--- config.mk ---
export PLATFORM = sky130hd
export DESIGN_NAME = rf_wb_scheduler
export DESIGN_NICKNAME = d
export VERILOG_FILES = /design/src/rtl/rf_wb_scheduler.sv
export SDC_FILE = /design/constraint.sdc
export NUM_CORES = 1
export LEC_CHECK = 0
export CELL_PAD_IN_SITES_DETAIL_PLACEMENT = 1
export CELL_PAD_IN_SITES_GLOBAL_PLACEMENT = 2
export CORE_ASPECT_RATIO = 0.6
export CORE_MARGIN = 2
export CORE_UTILIZATION = 25
export DETAILED_ROUTE_END_ITERATION = 6
export PLACE_DENSITY_LB_ADDON = 0.2
export SKIP_LAST_GASP = 1
export SLEW_MARGIN = 15
export SYNTH_ARGS = -nofsm -noshare
export SYNTH_HDL_FRONTEND = slang
export SYNTH_SLANG_ARGS = --single-unit
--- constraint.sdc ---
create_clock -name clk -period 1.7 [get_ports clk]
set_input_delay 0.17 -clock clk [delete_from_list [all_inputs] [get_ports clk]]
set_output_delay 0.17 -clock clk [all_outputs]
set_load 0.01 [all_outputs]
--- src/rtl/rf_wb_scheduler.sv ---
`default_nettype none
// ============================================================================
// Module      : rf_wb_scheduler
// Description : Register-file writeback scheduler. Round-robin arbitration of
//               the single RF write port between ALU and load writebacks,
//               registered write stage, and a per-register busy scoreboard
//               for decode RAW/WAW hazard detection. Register 0 is hardwired
//               zero and is never written, reserved or reported busy.
//               Optional feature macro: RF_WB_BYPASS_EN adds fwd1_data /
//               fwd2_data and clears srcN_busy for a register that is being
//               written in the current cycle.
// Revision    : 1.0 - initial release
// ============================================================================
module rf_wb_scheduler #(
    parameter int DATA_W = 16,
    parameter int ADDR_W = 4,
    parameter int NREG   = 16
) (
    input  logic              clk,
    input  logic              rst,
    input  logic              rsv_valid,
    input  logic [ADDR_W-1:0] rsv_reg,
    output logic              rsv_stall,
    input  logic              alu_valid,
    output logic              alu_ready,
    input  logic [ADDR_W-1:0] alu_reg,
    input  logic [DATA_W-1:0] alu_data,
    input  logic              mem_valid,
    output logic              mem_ready,
    input  logic [ADDR_W-1:0] mem_reg,
    input  logic [DATA_W-1:0] mem_data,
    input  logic [ADDR_W-1:0] src_reg1,
    input  logic [ADDR_W-1:0] src_reg2,
    output logic              src1_busy,
    output logic              src2_busy,
    output logic [ADDR_W-1:0] rf_dst_reg,
    output logic [DATA_W-1:0] rf_dst_data,
    output logic              rf_write_reg,
    output logic [NREG-1:0]   busy_vec
`ifdef RF_WB_BYPASS_EN
    ,
    output logic [DATA_W-1:0] fwd1_data,
    output logic [DATA_W-1:0] fwd2_data
`endif
);

    localparam logic [ADDR_W-1:0] c_reg_zero = '0;

    logic              r_alu_pri;   // 1: ALU wins the next contended cycle
    logic [ADDR_W-1:0] r_dst_reg;
    logic [DATA_W-1:0] r_dst_data;
    logic              r_write;
    logic [NREG-1:0]   r_busy;

    logic              w_alu_grant;
    logic              w_mem_grant;
    logic              w_any_grant;
    logic [ADDR_W-1:0] w_grant_reg;
    logic [DATA_W-1:0] w_grant_data;
    logic              w_rsv_stall;
    logic              w_rsv_set;
    logic [NREG-1:0]   w_busy_next;

    // Round-robin arbitration: a lone requester always wins, contention goes
    // to the side that did not win last time.
    always_comb begin
        w_alu_grant  = alu_valid && (!mem_valid || r_alu_pri);
        w_mem_grant  = mem_valid && !w_alu_grant;
        w_any_grant  = w_alu_grant || w_mem_grant;
        w_grant_reg  = w_alu_grant ? alu_reg  : mem_reg;
        w_grant_data = w_alu_grant ? alu_data : mem_data;
    end

    // A reservation only stalls on a busy register that is not retiring now;
    // r_busy[0] is never set so register 0 never stalls.
    always_comb begin
        w_rsv_stall = rsv_valid && r_busy[rsv_reg] &&
                      !(r_write && (r_dst_reg == rsv_reg));
        w_rsv_set   = rsv_valid && !w_rsv_stall && (rsv_reg != c_reg_zero);
    end

    // Scoreboard next state: retire the register written this cycle, then
    // apply a new reservation so that a same-edge set overrides the clear.
    always_comb begin
        w_busy_next = r_busy;
        if (r_write) begin
            w_busy_next[r_dst_reg] = 1'b0;
        end
        if (w_rsv_set) begin
            w_busy_next[rsv_reg] = 1'b1;
        end
        w_busy_next[0] = 1'b0;
    end

    // Arbitration pointer moves only on an actual grant.
    always_ff @(posedge clk or negedge rst) begin
        if (!rst) begin
            r_alu_pri <= 1'b1;
        end else if (w_alu_grant) begin
            r_alu_pri <= 1'b0;
        end else if (w_mem_grant) begin
            r_alu_pri <= 1'b1;
        end
    end

    // Write stage: capture the granted writeback; register 0 completes the
    // handshake but never raises the write enable.
    always_ff @(posedge clk or negedge rst) begin
        if (!rst) begin
            r_dst_reg  <= '0;
            r_dst_data <= '0;
            r_write    <= 1'b0;
        end else if (w_any_grant) begin
            r_dst_reg  <= w_grant_reg;
            r_dst_data <= w_grant_data;
            r_write    <= (w_grant_reg != c_reg_zero);
        end else begin
            r_write    <= 1'b0;
        end
    end

    // Scoreboard register.
    always_ff @(posedge clk or negedge rst) begin
        if (!rst) begin
            r_busy <= '0;
        end else begin
            r_busy <= w_busy_next;
        end
    end

    assign alu_ready    = w_alu_grant;
    assign mem_ready    = w_mem_grant;
    assign rsv_stall    = w_rsv_stall;
    assign rf_dst_reg   = r_dst_reg;
    assign rf_dst_data  = r_dst_data;
    assign rf_write_reg = r_write;
    assign busy_vec     = r_busy;

`ifdef RF_WB_BYPASS_EN
    logic w_fwd1_hit;
    logic w_fwd2_hit;

    // Forward the retiring write to decode so it need not wait a cycle.
    always_comb begin
        w_fwd1_hit = r_write && (r_dst_reg == src_reg1) && (src_reg1 != c_reg_zero);
        w_fwd2_hit = r_write && (r_dst_reg == src_reg2) && (src_reg2 != c_reg_zero);
    end

    assign src1_busy = r_busy[src_reg1] && !w_fwd1_hit;
    assign src2_busy = r_busy[src_reg2] && !w_fwd2_hit;
    assign fwd1_data = w_fwd1_hit ? r_dst_data : '0;
    assign fwd2_data = w_fwd2_hit ? r_dst_data : '0;
`else
    assign src1_busy = r_busy[src_reg1];
    assign src2_busy = r_busy[src_reg2];
`endif

endmodule
`default_nettype wire

Word-level counts from Yosys, hierarchy flattened. Index checks and enable logic that the tools add are counted.

Register bits: 37. Input bits: 57. Output and inout port bits: 42. Word-level logic and storage cells: 50.

$lt $le $gt $ge: 6. Equal/unequal tests: 1. Multiplexer cells: 17. Bitwise logic cells: 3. Reductions and logical operators: 18.

Operators by type and width (number): two-way mux 16 bit (3); less-than comparator 4 x 5 -> 1 bit (second input constant) (4); bitwise AND 16 bit (1); inverter 16 bit (1); OR 16 bit (1); binary-select mux 1 bit (select 4 bit) (3); logical AND 1 bit (9); demux 1 bit (select 4 bit) (2); >= comparator 4 x 1 -> 1 bit (second input constant) (2); two-way mux 1 bit (8); nonzero test 4 bit (2); == test 4 bit (1); logical NOT 1 bit (4); two-way mux 4 bit (1); logical OR 1 bit (2); nonzero test 2 bit (1).

Longest topological paths before layout.
Word-level depth: 9. Depth in mapped cells: 6. Gate-level depth less buffers: 4.

Worst setup path before layout. OpenSTA, ideal clock, no wires.

Path type: reg2out. Start point: reg r_busy[11], in the netlist busy_vec[11]. End point: out src1_busy. Arrival: 1.410 ns. Data required time: 1.530 ns. Setup slack: 0.120 ns. Stages on the path, launching flop included: 3. Buffers on the path: 0. Cells stage by stage: dfrtp_1 -> mux4_1 -> mux4_2.

Cells in the longest elaborated chain, start to end: 2.

Ends and longest elaborated chain: start: declaration (RTL line 53) `logic [NREG-1:0] r_busy;`; start signal: assignment (RTL line 127) `r_busy <= w_busy_next;`; binary-select mux 1 bit (select 4 bit) (RTL line 154) `assign src1_busy = r_busy[src_reg1];`; two-way mux 1 bit (not written as such) (RTL line 154); end: declaration (RTL line 34) `output logic src1_busy,`.

No other way between the ends. The select of a mux whose other input is x is not followed.

Worst setup path after layout.
Start point: reg r_busy[14], in the netlist busy_vec[14]. End point: out src2_busy.

Cells in the longest elaborated chain, start to end: 2.

Ends and longest elaborated chain: binary-select mux 1 bit (select 4 bit) (RTL line 155) `assign src2_busy = r_busy[src_reg2];`; two-way mux 1 bit (not written as such) (RTL line 155); end: declaration (RTL line 35) `output logic src2_busy,`.

No other way between the ends. The select of a mux whose other input is x is not followed.

==> metrics.txt <==
# TYPE chip_impl_metric gauge
chip_impl_metric{name="p_seq_share",unit="%"} 27.5
chip_impl_metric{name="final_cells",unit=""} 487
chip_impl_info{name="synth.top_cells.by_area",value="dfrtp_1 (39%), mux2i_1 (9.5%), mux4_1 (6.8%), a21oi_1 (5.2%), o31ai_1 (3.9%)"} 1
chip_impl_metric{name="synth-edff-count",unit=""} 0
chip_impl_metric{name="placementRows",unit=""} 27
chip_impl_metric{name="drtAntennaViolNets",unit=""} 0
chip_impl_metric{name="slew_headroom",unit="%"} 66.3
chip_impl_info{name="root_buffer",value="clkbuf_16"} 1
chip_impl_metric{name="setup_ws",unit="ps"} -413
chip_impl_metric{name="ys_ff_latch",unit=""} 37
chip_impl_metric{name="synth-seq-area-share",unit="%"} 40.1
chip_impl_metric{name="detail_route.vias_per_cell",unit=""} 4.82
chip_impl_metric{name="report.final.slew_viol_count",unit=""} 0
chip_impl_metric{name="synth_top_cell_area_share",unit="%"} 38.9
chip_impl_metric{name="mappedNetlistNets",unit=""} 279
chip_impl_info{name="synthDominantAreaCellType",value="dfrtp_1"} 1
chip_impl_metric{name="antenna_cells",unit=""} 0
chip_impl_metric{name="final_total_negative_setup_slack",unit="ps"} -1220
chip_impl_metric{name="numClockSinks",unit=""} 37
chip_impl_metric{name="fraction_of_power_spent_switching_nets",unit="%"} 32.8
chip_impl_metric{name="antenna_found_initial",unit=""} 0
chip_impl_metric{name="cp.arrival",unit="ps"} 1940
chip_impl_metric{name="die_w",unit="um"} 128
chip_impl_metric{name="finalHoldWorstSlack",unit="ps"} 431
chip_impl_metric{name="dieArea",unit="sq um"} 10100
chip_impl_metric{name="netlist_area",unit="sq um"} 2310
chip_impl_metric{name="clk_latency",unit="ps"} 290
chip_impl_metric{name="p_comb_share",unit="%"} 50.1
chip_impl_metric{name="maxClockFrequency",unit="GHz"} 0.473
chip_impl_metric{name="drv_cap",unit=""} 0
chip_impl_info{name="startpoint_type",value="flip-flop"} 1
chip_impl_metric{name="postRouteWirelength",unit="um"} 8380
chip_impl_metric{name="p_per_area",unit="nW/um^2"} 1240
chip_impl_metric{name="drt-initial-drc-count",unit=""} 117
chip_impl_metric{name="pwr-share-clk",unit="%"} 22.4
chip_impl_metric{name="remaining_drc_errors",unit=""} 0
chip_impl_metric{name="initial_utilization",unit="%"} 25.5
chip_impl_info{name="layout.cells.most_common_list",value="clkdlybuf4s50_1 (87), buf_4 (54), dfrtp_1 (33), nor2_1 (23), a21oi_1 (23)"} 1
chip_impl_metric{name="flow.area_growth_from_synthesis",unit="%"} 73.4
chip_impl_metric{name="hold_viol",unit=""} 0
chip_impl_metric{name="fp.dieH",unit="um"} 78.5
chip_impl_metric{name="cp.required",unit="ps"} 1530
chip_impl_metric{name="fin_worst_skew",unit="ps"} 3.38
chip_impl_metric{name="largest_register_ff_count",unit=""} 16
chip_impl_metric{name="clock_pin_slew_on_the_worst_setup_and_hold_paths",unit="ps"} 60
chip_impl_metric{name="via_count",unit=""} 2346
chip_impl_info{name="run_status",value="complete, but fails checks"} 1
chip_impl_metric{name="fin_crit",unit="ps"} 2110
chip_impl_metric{name="pin_count",unit=""} 99
chip_impl_metric{name="leak_pwr",unit="uW"} 0.00170
chip_impl_metric{name="grt_usage",unit="%"} 17.3
chip_impl_metric{name="cts.htree.levels",unit=""} 2
chip_impl_metric{name="first_global_vias",unit=""} 2493
chip_impl_metric{name="critical_path_peak_fanout",unit=""} 3
chip_impl_metric{name="placed_cells",unit=""} 467
chip_impl_metric{name="core_area",unit="sq um"} 9090
chip_impl_metric{name="yosys_warnings",unit=""} 0
chip_impl_metric{name="p_int",unit="uW"} 3340
chip_impl_info{name="cts_tree",value="done"} 1
chip_impl_metric{name="multiInputGateArea",unit="sq um"} 1320
chip_impl_metric{name="final_layout_size_suffix_gt1_share",unit="%"} 26.1
chip_impl_metric{name="synth.lib_cells_used.distinct",unit=""} 37
chip_impl_metric{name="grt_first_pass_wirelength",unit="um"} 13300
chip_impl_metric{name="setup_viol_count_final",unit=""} 3
chip_impl_metric{name="asyncSetResetFlopFracSynth",unit="%"} 100
chip_impl_info{name="critPathKind",value="reg2out"} 1
chip_impl_info{name="violations_in_the_final_reports",value="setup timing"} 1
chip_impl_metric{name="maximum_number_of_pins_on_one_net_before_global_route_repair",unit=""} 38
chip_impl_metric{name="hpwlAfterDp",unit="um"} 6320
chip_impl_metric{name="nets",unit=""} 427
chip_impl_metric{name="ff_latch_area",unit="sq um"} 931
chip_impl_metric{name="gr-total-overflow",unit=""} 0
chip_impl_metric{name="cts_made_buffers",unit=""} 5
chip_impl_info{name="cp-end-kind",value="primary output"} 1
chip_impl_metric{name="filler_cells",unit=""} 1014
chip_impl_metric{name="cts_buffer_depth",unit=""} 2
chip_impl_metric{name="worst_pin_slew",unit="ps"} 505
chip_impl_metric{name="ir_worst_vdd",unit="mV"} 0.426
chip_impl_metric{name="synthCells",unit=""} 222
chip_impl_metric{name="place_congestion",unit=""} 0.876
chip_impl_metric{name="wl_per_cell",unit="um"} 17.2
chip_impl_metric{name="post-route-period-util",unit="%"} 124
chip_impl_metric{name="power.total",unit="uW"} 4970
chip_impl_metric{name="dr.pass1.iters",unit=""} 4
chip_impl_metric{name="port-buffer-count",unit=""} 97
chip_impl_metric{name="utilization",unit="%"} 44.1
chip_impl_info{name="ys_dominant_reg_cell",value="dfrtp_1"} 1
chip_impl_info{name="final_common_cell",value="clkdlybuf4s50_1"} 1
chip_impl_info{name="grt_setup_unrepaired",value="true"} 1
chip_impl_metric{name="syn-mean-instance-area",unit="sq um"} 10.4
chip_impl_metric{name="switchingPower",unit="uW"} 1630
chip_impl_info{name="min_path_type",value="in2reg"} 1
[synth_stat cells (2+ instances only)]
cell type and instances:
clkbuf_1 4, a22o_1 3, inv_1 4, mux2i_1 22, nor2_1 23, nand2_1 9, mux4_1 6, o31ai_1 12
mux2_2 7, o21ai_0 16, nand2b_1 5, xor2_1 3, or2_2 2, buf_2 7, buf_6 3, dfrtp_1 36
a22oi_2 2, nand3_1 5, a21oi_1 24, mux4_2 3, and3b_1 3, nand3b_1 6, nor3b_1 3
[cell families (layout without fill, tap and decap cells)]
| family | Yosys count | in the layout | share of synthesized area (%) |
|---|---|---|---|
| and+or+nand+nor | 63 | 63 | 14.8 |
| DFF | 37 | 37 | 40.1 |
| xor gates and xnor gates | 4 | 4 | 1.51 |
| buffers and inverters | 19 | 168 | 4.60 |
| muxes | 38 | 38 | 22.7 |
| AOI/OAI and AO/OA | 60 | 60 | 16.2 |
| other | 1 | 1 | 0.162 |
[metal layers]
layer,GRT usage [%],routed length [um],up-vias
met5,0,0,-
met4,4.51,108,0
met3,4.98,557,12
met2,26.5,3670,75
met1,23.8,4040,1142
li1,-,-,1117
[stage by stage]
stage               instance area (sq um)  setup WS (ps)
floorplan                            2310            120
global placement                     3690           -689
detailed placement                   3690           -734
CTS                                  3980           -399
global route                         4010           -456
finish                               4010           -413
[cell type report]
type                            instances  share of cell area, %
Multi-Input combinational cell        166                   32.9
Timing Repair Buffer                  156                   35.5
Inverter                                4                  0.374
Clock inverter                          2                  0.936
Sequential cell                        37                   23.2
Tap cell                              116                   3.62
Clock buffer                            6                   3.46
[power groups by stage]
stage	clock (uW)	sequential, uW	combinational [uW]
after global placement	0	1410	2240
after floorplan	0	1450	793
final	1110	1370	2490
after CTS	1150	1370	2470
after detailed placement	0	1410	2260
after global routing	1190	1400	2680
[worst paths after layout]
check / startpoint / endpoint / slack [ps] / depth (start not counted)
min in group asynchronous: rst / rf_dst_data[10]$_DFFE_PN0P_ / 470 / 3
max: busy_vec[14]$_DFF_PN0_ / src2_busy / -410 / 4
min reg2reg: r_alu_pri$_DFFE_PN1P_ / r_alu_pri$_DFFE_PN1P_ / 480 / 2
min: alu_valid / r_alu_pri$_DFFE_PN1P_ / 430 / 2
max in group asynchronous: rst / busy_vec[12]$_DFF_PN0_ / 860 / 3
max reg2reg: busy_vec[14]$_DFF_PN0_ / busy_vec[14]$_DFF_PN0_ / 70 / 5
[critical path: stages, from the launching register on]
cell and delay, ps:
dfrtp_1 440, buf_6 150, mux4_2 450, mux4_2 490
buf_6 140
[what timing repair did]
| action | in CTS | in global routing |
|---|---|---|
| pin swaps | 4 | 1 |
| gates resized for setup | 26 | 8 |
| setup endpoints to repair | 20 | 11 |
| setup buffers | 11 | 0 |
| hold buffers | 1 | 0 |
| hold endpoints to repair | 36 | 0 |
Power figures use the tool's default switching activity.
